`config.mk`:
```
export PLATFORM = sky130hd
export DESIGN_NAME = tft_spi_tx
export DESIGN_NICKNAME = d
export VERILOG_FILES = /design/src/rtl/tft_spi_tx.sv
export SDC_FILE = /design/constraint.sdc
export NUM_CORES = 1
export LEC_CHECK = 0
export CELL_PAD_IN_SITES_DETAIL_PLACEMENT = 0
export CELL_PAD_IN_SITES_GLOBAL_PLACEMENT = 1
export CORE_ASPECT_RATIO = 1.1
export CORE_MARGIN = 5
export CORE_UTILIZATION = 50
export CTS_CLUSTER_DIAMETER = 80
export DETAILED_ROUTE_END_ITERATION = 7
export DONT_BUFFER_PORTS = 1
export GPL_ROUTABILITY_DRIVEN = 0
export PLACE_DENSITY = 0.85
export SYNTH_ARGS = -nofsm -noshare
export SYNTH_HDL_FRONTEND = slang
export SYNTH_SLANG_ARGS = --single-unit
```
`constraint.sdc`:
```
create_clock -name clk -period 2.94 [get_ports clk]
set_clock_uncertainty 0.1 [all_clocks]
set_input_delay 0.735 -clock clk [delete_from_list [all_inputs] [get_ports clk]]
set_output_delay 0.735 -clock clk [all_outputs]
set_load 0.01 [all_outputs]
```
`src/rtl/tft_spi_tx.sv`:
```
// Byte-wide SPI (mode 0) transmitter for the TFT panel.
// Holds CS low for a short window after each byte so streamed bytes share one burst.
module tft_spi_tx #(
    parameter int unsigned CLK_DIV = 2,
    parameter int unsigned CS_HOLD = 4
) (
    input  logic       clk,
    input  logic       rst,
    input  logic [7:0] data,
    input  logic       dc_in,
    input  logic       transmit,
    output logic       busy,
    output logic       tft_sclk,
    output logic       tft_mosi,
    output logic       tft_cs,
    output logic       tft_dc
);

    localparam logic [7:0] DIV_LAST  = 8'(CLK_DIV - 1);
    localparam logic [7:0] HOLD_LAST = 8'(CS_HOLD - 1);

    typedef enum logic [1:0] {
        IDLE,
        SHIFT,
        GAP
    } state_t;

    state_t     state, state_n;
    logic [7:0] shreg, shreg_n;
    logic [2:0] bit_cnt, bit_cnt_n;
    logic [7:0] div_cnt, div_cnt_n;
    logic [7:0] idle_cnt, idle_cnt_n;
    logic       busy_n, sclk_n, mosi_n, cs_n, dc_n;
    logic       accept;

    always_ff @(posedge clk) begin
        if (rst) begin
            state    <= IDLE;
            shreg    <= '0;
            bit_cnt  <= '0;
            div_cnt  <= '0;
            idle_cnt <= '0;
            busy     <= 1'b0;
            tft_sclk <= 1'b0;
            tft_mosi <= 1'b0;
            tft_cs   <= 1'b1;
            tft_dc   <= 1'b1;
        end else begin
            state    <= state_n;
            shreg    <= shreg_n;
            bit_cnt  <= bit_cnt_n;
            div_cnt  <= div_cnt_n;
            idle_cnt <= idle_cnt_n;
            busy     <= busy_n;
            tft_sclk <= sclk_n;
            tft_mosi <= mosi_n;
            tft_cs   <= cs_n;
            tft_dc   <= dc_n;
        end
    end

    // busy is only low in IDLE/GAP, so an accept in GAP wins over the CS timeout
    assign accept = transmit && !busy && (state == IDLE || state == GAP);

    always_comb begin
        state_n    = state;
        shreg_n    = shreg;
        bit_cnt_n  = bit_cnt;
        div_cnt_n  = div_cnt;
        idle_cnt_n = idle_cnt;
        busy_n     = busy;
        sclk_n     = tft_sclk;
        mosi_n     = tft_mosi;
        cs_n       = tft_cs;
        dc_n       = tft_dc;

        if (accept) begin
            shreg_n   = data;
            dc_n      = dc_in;
            mosi_n    = data[7];
            cs_n      = 1'b0;
            busy_n    = 1'b1;
            bit_cnt_n = 3'd7;
            div_cnt_n = '0;
            state_n   = SHIFT;
        end else begin
            unique case (state)
                IDLE: begin
                end
                SHIFT: begin
                    if (div_cnt == DIV_LAST) begin
                        div_cnt_n = '0;
                        sclk_n    = ~tft_sclk;
                        if (tft_sclk) begin
                            if (bit_cnt != 3'd0) begin
                                shreg_n   = {shreg[6:0], 1'b0};
                                mosi_n    = shreg[6];
                                bit_cnt_n = bit_cnt - 3'd1;
                            end else begin
                                busy_n     = 1'b0;
                                sclk_n     = 1'b0;
                                idle_cnt_n = '0;
                                state_n    = GAP;
                            end
                        end
                    end else begin
                        div_cnt_n = div_cnt + 8'd1;
                    end
                end
                GAP: begin
                    idle_cnt_n = idle_cnt + 8'd1;
                    if (idle_cnt == HOLD_LAST) begin
                        cs_n    = 1'b1;
                        state_n = IDLE;
                    end
                end
                default: state_n = IDLE;
            endcase
        end
    end

endmodule

```
==> impl_metrics.ini, run 1 <==
[status]
status = finished, final reports clean

[worst_setup_path]
crit_buf_inv = 0
slowest_delay_ns = 0.40
cp_slowest_cell = dfxtp_1
cp.depth = 5
cp.arrival_ns = 2.16
r2r_setup_slack_ns = 0.95
crit_path_start = div_cnt[0]
critPathKind = register to register
r2r-start = div_cnt[0]
critPathCapture = bit_cnt[2]
required_ns = 3.10
path_max_fanout = 12
critPathLaunchType = register
end_kind = register
cp_cell_sequence = ha_1, nor4b_4, nand4_2, or3_1, a31oi_1
r2r-end = bit_cnt[2]
path_delay_family = simple AND/OR/NAND/NOR gates
reg2reg_depth = 5

[grt]
grt_pass1_vias = 1319
gr-total-overflow = 0
grt_max_degree = 20
grt.total_usage = 0.158
antenna_found_initial = 0
grt_pass1_wl_microns = 5750

[die]
num_io_pins = 17
start_util = 0.527
core_area_sq_um = 3070
rows = 21
die_h_microns = 69.7
dieArea_sq_um = 4480
die_x_microns = 64.3

[yosys]
syn-instance-count = 183
ys.warnings.count = 0
async_flop_share = 0
synthFlopType = dfxtp_1
synth-seq-cells = 33
netlist_area_sq_um = 1620
synth.net_count = 200
synth.avg_cell_area_sq_um = 8.85
synth_edf_count = 0
synth_top_area_cell = dfxtp_1
ys_seq_area_frac = 0.408
synth_top_area_frac = 0.408
synthTopCellsByArea = dfxtp_1 (41%), nand2_1 (4.2%), ha_1 (3.9%), a21oi_1 (3.4%), nand3_1 (2.8%)
synthDistinctLibCells = 51

[clock_tree]
clock_latency_ns = 0.33
path_clk_slew_ns = 0.10
cts_setup_buffers = 0
cts_buffers = 5
cts_num_sinks = 33
hold_buffers = 0
cts_tree = done
clock_path_buffers = 2
ctsRootBufferMaster = clkbuf_4
cts_max_level = 2
cts_resized = 0

[routing]
wirelength_microns = 3380
drcViolationCount = 0
antenna_left = 0
vias = 1337
wl_per_cell_microns = 15.6
drt_iter0_markers = 70
routed_via_density = 6.19
drt-pass1-iter-count = 4

[sta]
slew_viol_final = 0
tns_ns = 0
holdWs_ns = 0.358
fmax_mhz = 501
slew_headroom = 0.664
finalCritPeriodShare = 0.678
hold_viol = 0
setup_slack_ns = 0.946
fin_crit_ns = 1.99
setup_viol = 0
rsz0062_at_grt = false
tightest_slew_ns = 0.498

[worst_hold_path]
hold_path_class = input port to register
hold_depth = 1

[pwr]
ir_drop_v = 0.000384
power-per-cell-area_nw_per_um2 = 498
p_leak_nw = 0.593

[cells_and_area]
final_common_cell = dfxtp_1
num_antenna_cells = 0
stdcell_area_sq_um = 1670
final_cell_mix = dfxtp_1 (33), nand2_1 (18), nor2_1 (11), a21oi_1 (11)
area_delta_synth_final_pct = 3.17
instances_no_fill = 216
final_nets = 199
drive_above_1_share = 0.0989

[job]
maxCapViolCount = 0

[placed_design]
dpl.cell_count = 209
place_ws_ns = 0.946
port_buffers = 0
dp_hpwl_microns = 2380
dpl_cell_area_sq_um = 1620
routing by layer:
layer  vias up  routed length, microns  GRT usage
met5         -                       0          0
met1       632                    1560      0.204
met2        30                    1580      0.236
met4         0                     102     0.0882
met3        10                     139     0.0405
li1        665                       -          -
cells by family (layout without fill, tap and decap cells):
logic type               count (synthesis)  count (layout)  share of synthesized area
buffers and inverters                   18              17                     0.0541
AND/OR/NAND/NOR                         72              72                      0.260
adder cells (fa/ha/maj)                  5               5                     0.0386
flip-flops                              33              33                      0.408
XOR/XNOR                                 6               6                     0.0325
AO/OA/AOI/OAI                           49              49                      0.207
registers in the layout (all words and copies together) (netlist names):
register  count
busy          1
tft_dc        1
state         2
tft_sclk      1
tft_cs        1
shreg         7
div_cnt       8
bit_cnt       3
tft_mosi      1
idle_cnt      8
worst min-delay path by stage:
stage / slack, ns / from / endpoint
final: 0.36 / rst / bit_cnt[1]
after global routing: 0.34 / rst / bit_cnt[1]
after CTS: 0.35 / rst / bit_cnt[1]
after detailed placement: 0.36 / idle_cnt[5] / idle_cnt[5]
after global placement: 0.35 / idle_cnt[5] / idle_cnt[5]
after floorplan: 0.33 / idle_cnt[5] / idle_cnt[5]
final cells by class:
type,count,area (sq um)
repair buffers,1,7.51
multi-input cells,132,871
flip-flops and latches,33,661
clock buffers,7,55.1
inverters,9,33.8
fillers,303,1400
well taps,34,42.5
per-stage QoR:
| step | total power, mW | utilization |
|---|---|---|
| 2_1_floorplan | 0.568 | - |
| 3_3_place_gp | 0.580 | 0.525 |
| 3_5_place_dp | 0.585 | 0.525 |
| 4_1_cts | 0.840 | 0.543 |
| 5_1_grt | 0.876 | 0.543 |
| 6_report | 0.832 | 0.543 |
cell usage after synthesis, drive strengths merged, types with 2 or more instances:
cell type,number
or3,2
nor2,11
nand3,9
a311oi,4
nand4,5
a21oi,11
nand2b,5
buf,3
nand2,18
inv,9
and3,4
clkbuf,5
o21ai,10
a211oi,3
ha,5
xor2,5
a22oi,4
o211ai,2
a31oi,5
nor3,6
dfxtp,33
o21a,2
power by group:
part	leakage [nW]	internal (mW)	switching, mW
clock	0.0314	0.113	0.144
combinational	0.293	0.0346	0.0525
sequential	0.269	0.468	0.0196
No activity file was read; power rests on OpenSTA's default activity.
==> inputs of run 2 (changes only) <==
--- a/config.mk
+++ b/config.mk
@@ -9,12 +9,12 @@
 export CELL_PAD_IN_SITES_GLOBAL_PLACEMENT = 1
 export CORE_ASPECT_RATIO = 1.1
 export CORE_MARGIN = 5
-export CORE_UTILIZATION = 50
+export CORE_UTILIZATION = 42
 export CTS_CLUSTER_DIAMETER = 80
 export DETAILED_ROUTE_END_ITERATION = 7
 export DONT_BUFFER_PORTS = 1
 export GPL_ROUTABILITY_DRIVEN = 0
-export PLACE_DENSITY = 0.85
+export PLACE_DENSITY = 0.76
 export SYNTH_ARGS = -nofsm -noshare
 export SYNTH_HDL_FRONTEND = slang
 export SYNTH_SLANG_ARGS = --single-unit
==> constraint.sdc (replaced) <==
create_clock -name clk -period 1.7 [get_ports clk]
set_clock_uncertainty 0.1 [all_clocks]
set_input_delay 0.425 -clock clk [delete_from_list [all_inputs] [get_ports clk]]
set_output_delay 0.425 -clock clk [all_outputs]
set_load 0.01 [all_outputs]
==> impl_metrics.ini, run 2 (synthesis results as in run 1) <==
[clock_tree]
cts_max_level = 2
cts_buffers = 5
cts_tree = done
hold_buffers = 0
ctsRootBufferMaster = clkbuf_8
cts_num_sinks = 33
path_clk_slew_ns = 0.07
clock_latency_ns = 0.29
clock_path_buffers = 2

[pwr]
ir_drop_v = 0.000516
power-per-cell-area_nw_per_um2 = 819
power_mw = 1.58
p_leak_nw = 0.688

[routing]
antenna_left = 0
drcViolationCount = 0
vias = 1393
wirelength_microns = 3710
drt-pass1-iter-count = 4
routed_via_density = 5.64
wl_per_cell_microns = 15.0
drt_iter0_markers = 60

[die]
dieArea_sq_um = 5200
die_x_microns = 69.2
rows = 23
num_io_pins = 17
start_util = 0.440
core_area_sq_um = 3680
die_h_microns = 75.1

[worst_hold_path]
whs_endpoint = idle_cnt[4]
hold_path_class = input port to register
hold_depth = 1
hp-start = rst

[sta]
slew_headroom = 0.688
fin_crit_ns = 1.67
finalCritPeriodShare = 0.981
tightest_slew_ns = 0.468
hold_viol = 0
slew_viol_final = 0
fmax_mhz = 600
rsz0062_at_grt = true
setup_viol = 0

[cells_and_area]
area_delta_synth_final_pct = 19.1
drive_above_1_share = 0.249
fill_cells = 380
stdcell_area_sq_um = 1930
num_antenna_cells = 0
top_regs = div_cnt (8), idle_cnt (8), shreg (7)
final_cell_mix = dfxtp_1 (28), nand2_1 (18), buf_4 (14)
final_common_cell = dfxtp_1
final_nets = 213

[worst_setup_path]
required_ns = 1.78
cp.arrival_ns = 1.74
r2r_setup_slack_ns = 0.03
slowest_delay_ns = 0.47
cp_cell_sequence = ha_4, or4b_4, nor4_4, nand2b_4, a21boi_1
reg2reg_depth = 5
cp.depth = 5
crit_buf_inv = 0
critPathLaunchType = register
end_kind = register
r2r-start = idle_cnt[1]
path_delay_family = simple AND/OR/NAND/NOR gates
r2r-end = state[1]
cp_slowest_cell = or4b_4
critPathKind = register to register
path_max_fanout = 3

[job]
maxCapViolCount = 0

[grt]
grt_max_degree = 20
grt_pass1_wl_microns = 5820
grt_pass1_vias = 1330
antenna_found_initial = 0
grt.total_usage = 0.141
gr-total-overflow = 0

[placed_design]
dpl_cell_area_sq_um = 1710
dp_hpwl_microns = 2510
port_buffers = 0

[status]
status = finished, final reports clean
## run 2: cell types whose count changed in the layout (fill, tap and decap cells not counted), sizes merged
cell    previous run  this run
clkbuf             7         8
buf                1        15
## run 2: power by group
part	internal [mW]	switching [mW]	leakage, nW
Clock	0.291	0.272	0.0395
Combinational	0.0772	0.0993	0.376
Sequential	0.807	0.0336	0.272
Total	1.18	0.405	0.688
## run 2: how the worst max path moves through the flow
stage                start           to  slack, ns
2_1_floorplan  idle_cnt[0]     state[1]       0.10
3_3_place_gp   idle_cnt[0]     state[1]       0.06
3_5_place_dp    div_cnt[1]     shreg[6]     -0.002
4_1_cts         div_cnt[1]  idle_cnt[3]       0.01
5_1_grt        idle_cnt[1]     state[1]      -0.05
6_report       idle_cnt[1]     state[1]       0.03
## run 2: cell type report
cell class,instances,area (sq um),area share
multi-input cells,132,963,0.500
flip-flops and latches,33,672,0.348
repair buffers,15,116,0.0604
clock buffers,8,80.1,0.0415
well taps,50,62.6,0.0324
inverters,9,33.8,0.0175
## run 2: worst reg2reg max path, stage by stage, from the launching register on
cell	delay [ns]
dfxtp_4	0.37
ha_4	0.13
or4b_4	0.47
nor4_4	0.28
nand2b_4	0.17
a21boi_1	0.05
## run 2: repair_timing
action,CTS,global route
setup endpoints to repair,3,14
pin swaps,0,7
cloned,0,0
buffers inserted,1,4
gates resized for setup,2,23
## run 2: metrics by stage
step	util	setup TNS, ns	instances	hold WS, ns	setup slack [ns]
CTS	0.492	0	244	0.0964	0.0112
global placement	0.464	0	235	0.351	0.0577
global route	0.523	-0.266	247	0.0885	-0.0538
finish	0.523	0	247	0.0964	0.0326
floorplan	-	0	183	0.333	0.101
detailed placement	0.464	-0.00230	235	0.354	-0.00230
## run 2: metal layers
metal | vias to the layer above | part of all wire | GRT usage
met2 | 24 | 0.48 | 0.247
met1 | 665 | 0.46 | 0.161
met5 | - | 0 | 0
met3 | 10 | 0.045 | 0.0441
met4 | 0 | 0.022 | 0.0651
li1 | 694 | - | -
==> inputs of run 3 (changes only) <==
--- a/config.mk
+++ b/config.mk
@@ -5,9 +5,10 @@
 export SDC_FILE = /design/constraint.sdc
 export NUM_CORES = 1
 export LEC_CHECK = 0
+export CAP_MARGIN = 20
 export CELL_PAD_IN_SITES_DETAIL_PLACEMENT = 0
 export CELL_PAD_IN_SITES_GLOBAL_PLACEMENT = 1
-export CORE_ASPECT_RATIO = 1.1
+export CORE_ASPECT_RATIO = 1.4
 export CORE_MARGIN = 5
 export CORE_UTILIZATION = 42
 export CTS_CLUSTER_DIAMETER = 80
==> impl_metrics.ini, run 3 (synthesis results as in run 1) <==
[clock_tree]
ctsRootBufferMaster = clkbuf_8
cts_max_level = 2
clock_latency_ns = 0.28
cts_num_sinks = 33
path_clk_slew_ns = 0.07
cts_tree = done
hold_buffers = 0
clock_path_buffers = 2
cts_buffers = 5

[grt]
grt_pass1_vias = 1493
gr-total-overflow = 0
grt.total_usage = 0.153
antenna_found_initial = 0
grt_max_degree = 20
grt_pass1_wl_microns = 6510

[sta]
holdWs_ns = 0.0968
fin_crit_ns = 1.67
slew_headroom = 0.686
tightest_slew_ns = 0.471
setup_slack_ns = 0.0314
tns_ns = 0
rsz0062_at_grt = true
slew_viol_final = 0
setup_viol = 0
finalCritPeriodShare = 0.982
fmax_mhz = 599
hold_viol = 0

[cells_and_area]
top_regs = div_cnt (8), idle_cnt (8), shreg (7)
postLayoutCoreUtil = 0.525
drive_above_1_share = 0.266
final_common_cell = dfxtp_1
final_nets = 215
final_cell_mix = dfxtp_1 (27), nand2_1 (17), buf_4 (16)
area_delta_synth_final_pct = 19.2
fill_cells = 372
num_antenna_cells = 0

[placed_design]
place_ws_ns = 0.0334
port_buffers = 0
dp_hpwl_microns = 2710

[worst_setup_path]
critPathLaunchType = register
critPathKind = register to register
end_kind = register
required_ns = 1.81
path_max_fanout = 5
cp_slowest_cell = or3_1
cp_cell_sequence = inv_2, ha_4, nor4b_4, buf_4, nand4_4, or3_1, a31oi_1
slowest_delay_ns = 0.35
cp.arrival_ns = 1.78

[pwr]
power-per-cell-area_nw_per_um2 = 869
p_leak_nw = 0.707
power_mw = 1.68
ir_drop_v = 0.000547

[routing]
drt_iter0_markers = 21
wirelength_microns = 3840
vias = 1402
drt-pass1-iter-count = 4
wl_per_cell_microns = 15.9
drcViolationCount = 0
routed_via_density = 5.82
antenna_left = 0

[worst_hold_path]
hold_path_class = input port to register

[die]
start_util = 0.440
dieArea_sq_um = 5210
rows = 26
die_h_microns = 83.5
die_x_microns = 62.5
core_area_sq_um = 3680
num_io_pins = 17

[status]
status = finished, final reports clean

[job]
maxCapViolCount = 0
-- run 3: cell count changes in the layout (fill, tap and decap cells not counted), sizes merged --
cell | previous run | this run
buf | 15 | 17
clkbuf | 8 | 7
clkinv | 0 | 1
-- run 3: worst paths after layout --
path / startpoint / to / slack, ns / cells past startpoint
worst max register to register: div_cnt[1] / bit_cnt[2] / 0.03 / 7
worst min-delay path: rst / bit_cnt[1] / 0.1 / 1
worst max-delay path: div_cnt[1] / bit_cnt[2] / 0.03 / 7
worst min register to register: shreg[0] / shreg[0] / 0.36 / 2
-- run 3: critical path, delay by kind of cell, from the launching register on --
| kind | cells | cell delay (ns) |
|---|---|---|
| DFF | 1 | 0.32 |
| buffers and inverters | 2 | 0.25 |
| adders and majority gates | 1 | 0.11 |
| AOI/OAI and AO/OA | 1 | 0.17 |
| and+or+nand+nor | 3 | 0.64 |
-- run 3: what timing repair did --
item / 4_1_cts / 5_1_grt
buffers inserted: 0 / 2
setup endpoints to repair: 0 / 20
hold endpoints to repair: 0 / 0
gates resized for setup: 0 / 22
-- run 3: power by group --
part	switching, mW	total (mW)	internal [mW]
Clock	0.286	0.652	0.366
Combinational	0.101	0.180	0.0793
Sequential	0.0349	0.846	0.811
-- run 3: final cells by class --
type,count,area (sq um),share of cell area
clock inverter,1,5.00,0.00259
multi-input combinational,132,943,0.489
tap,42,52.6,0.0272
inverter,9,33.8,0.0175
timing repair buffer,17,131,0.0680
clock buffer,7,96.3,0.0499
sequential,33,668,0.346
-- run 3: layer usage --
layer / up-vias / wire, microns / part of all wire / GRT usage
li1: 700 / - / - / -
met1: 674 / 1640 / 0.43 / 0.156
met2: 22 / 1950 / 0.51 / 0.271
met3: 6 / 179 / 0.047 / 0.0593
met4: 0 / 61 / 0.016 / 0.0656
met5: - / 0 / 0 / 0
-- run 3: metrics by stage --
stage / instances / area (sq um)
6_report: 241 / 1930
5_1_grt: 241 / 1930
4_1_cts: 239 / 1830
3_5_place_dp: 231 / 1730
3_3_place_gp: 231 / 1730
2_1_floorplan: 183 / 1620
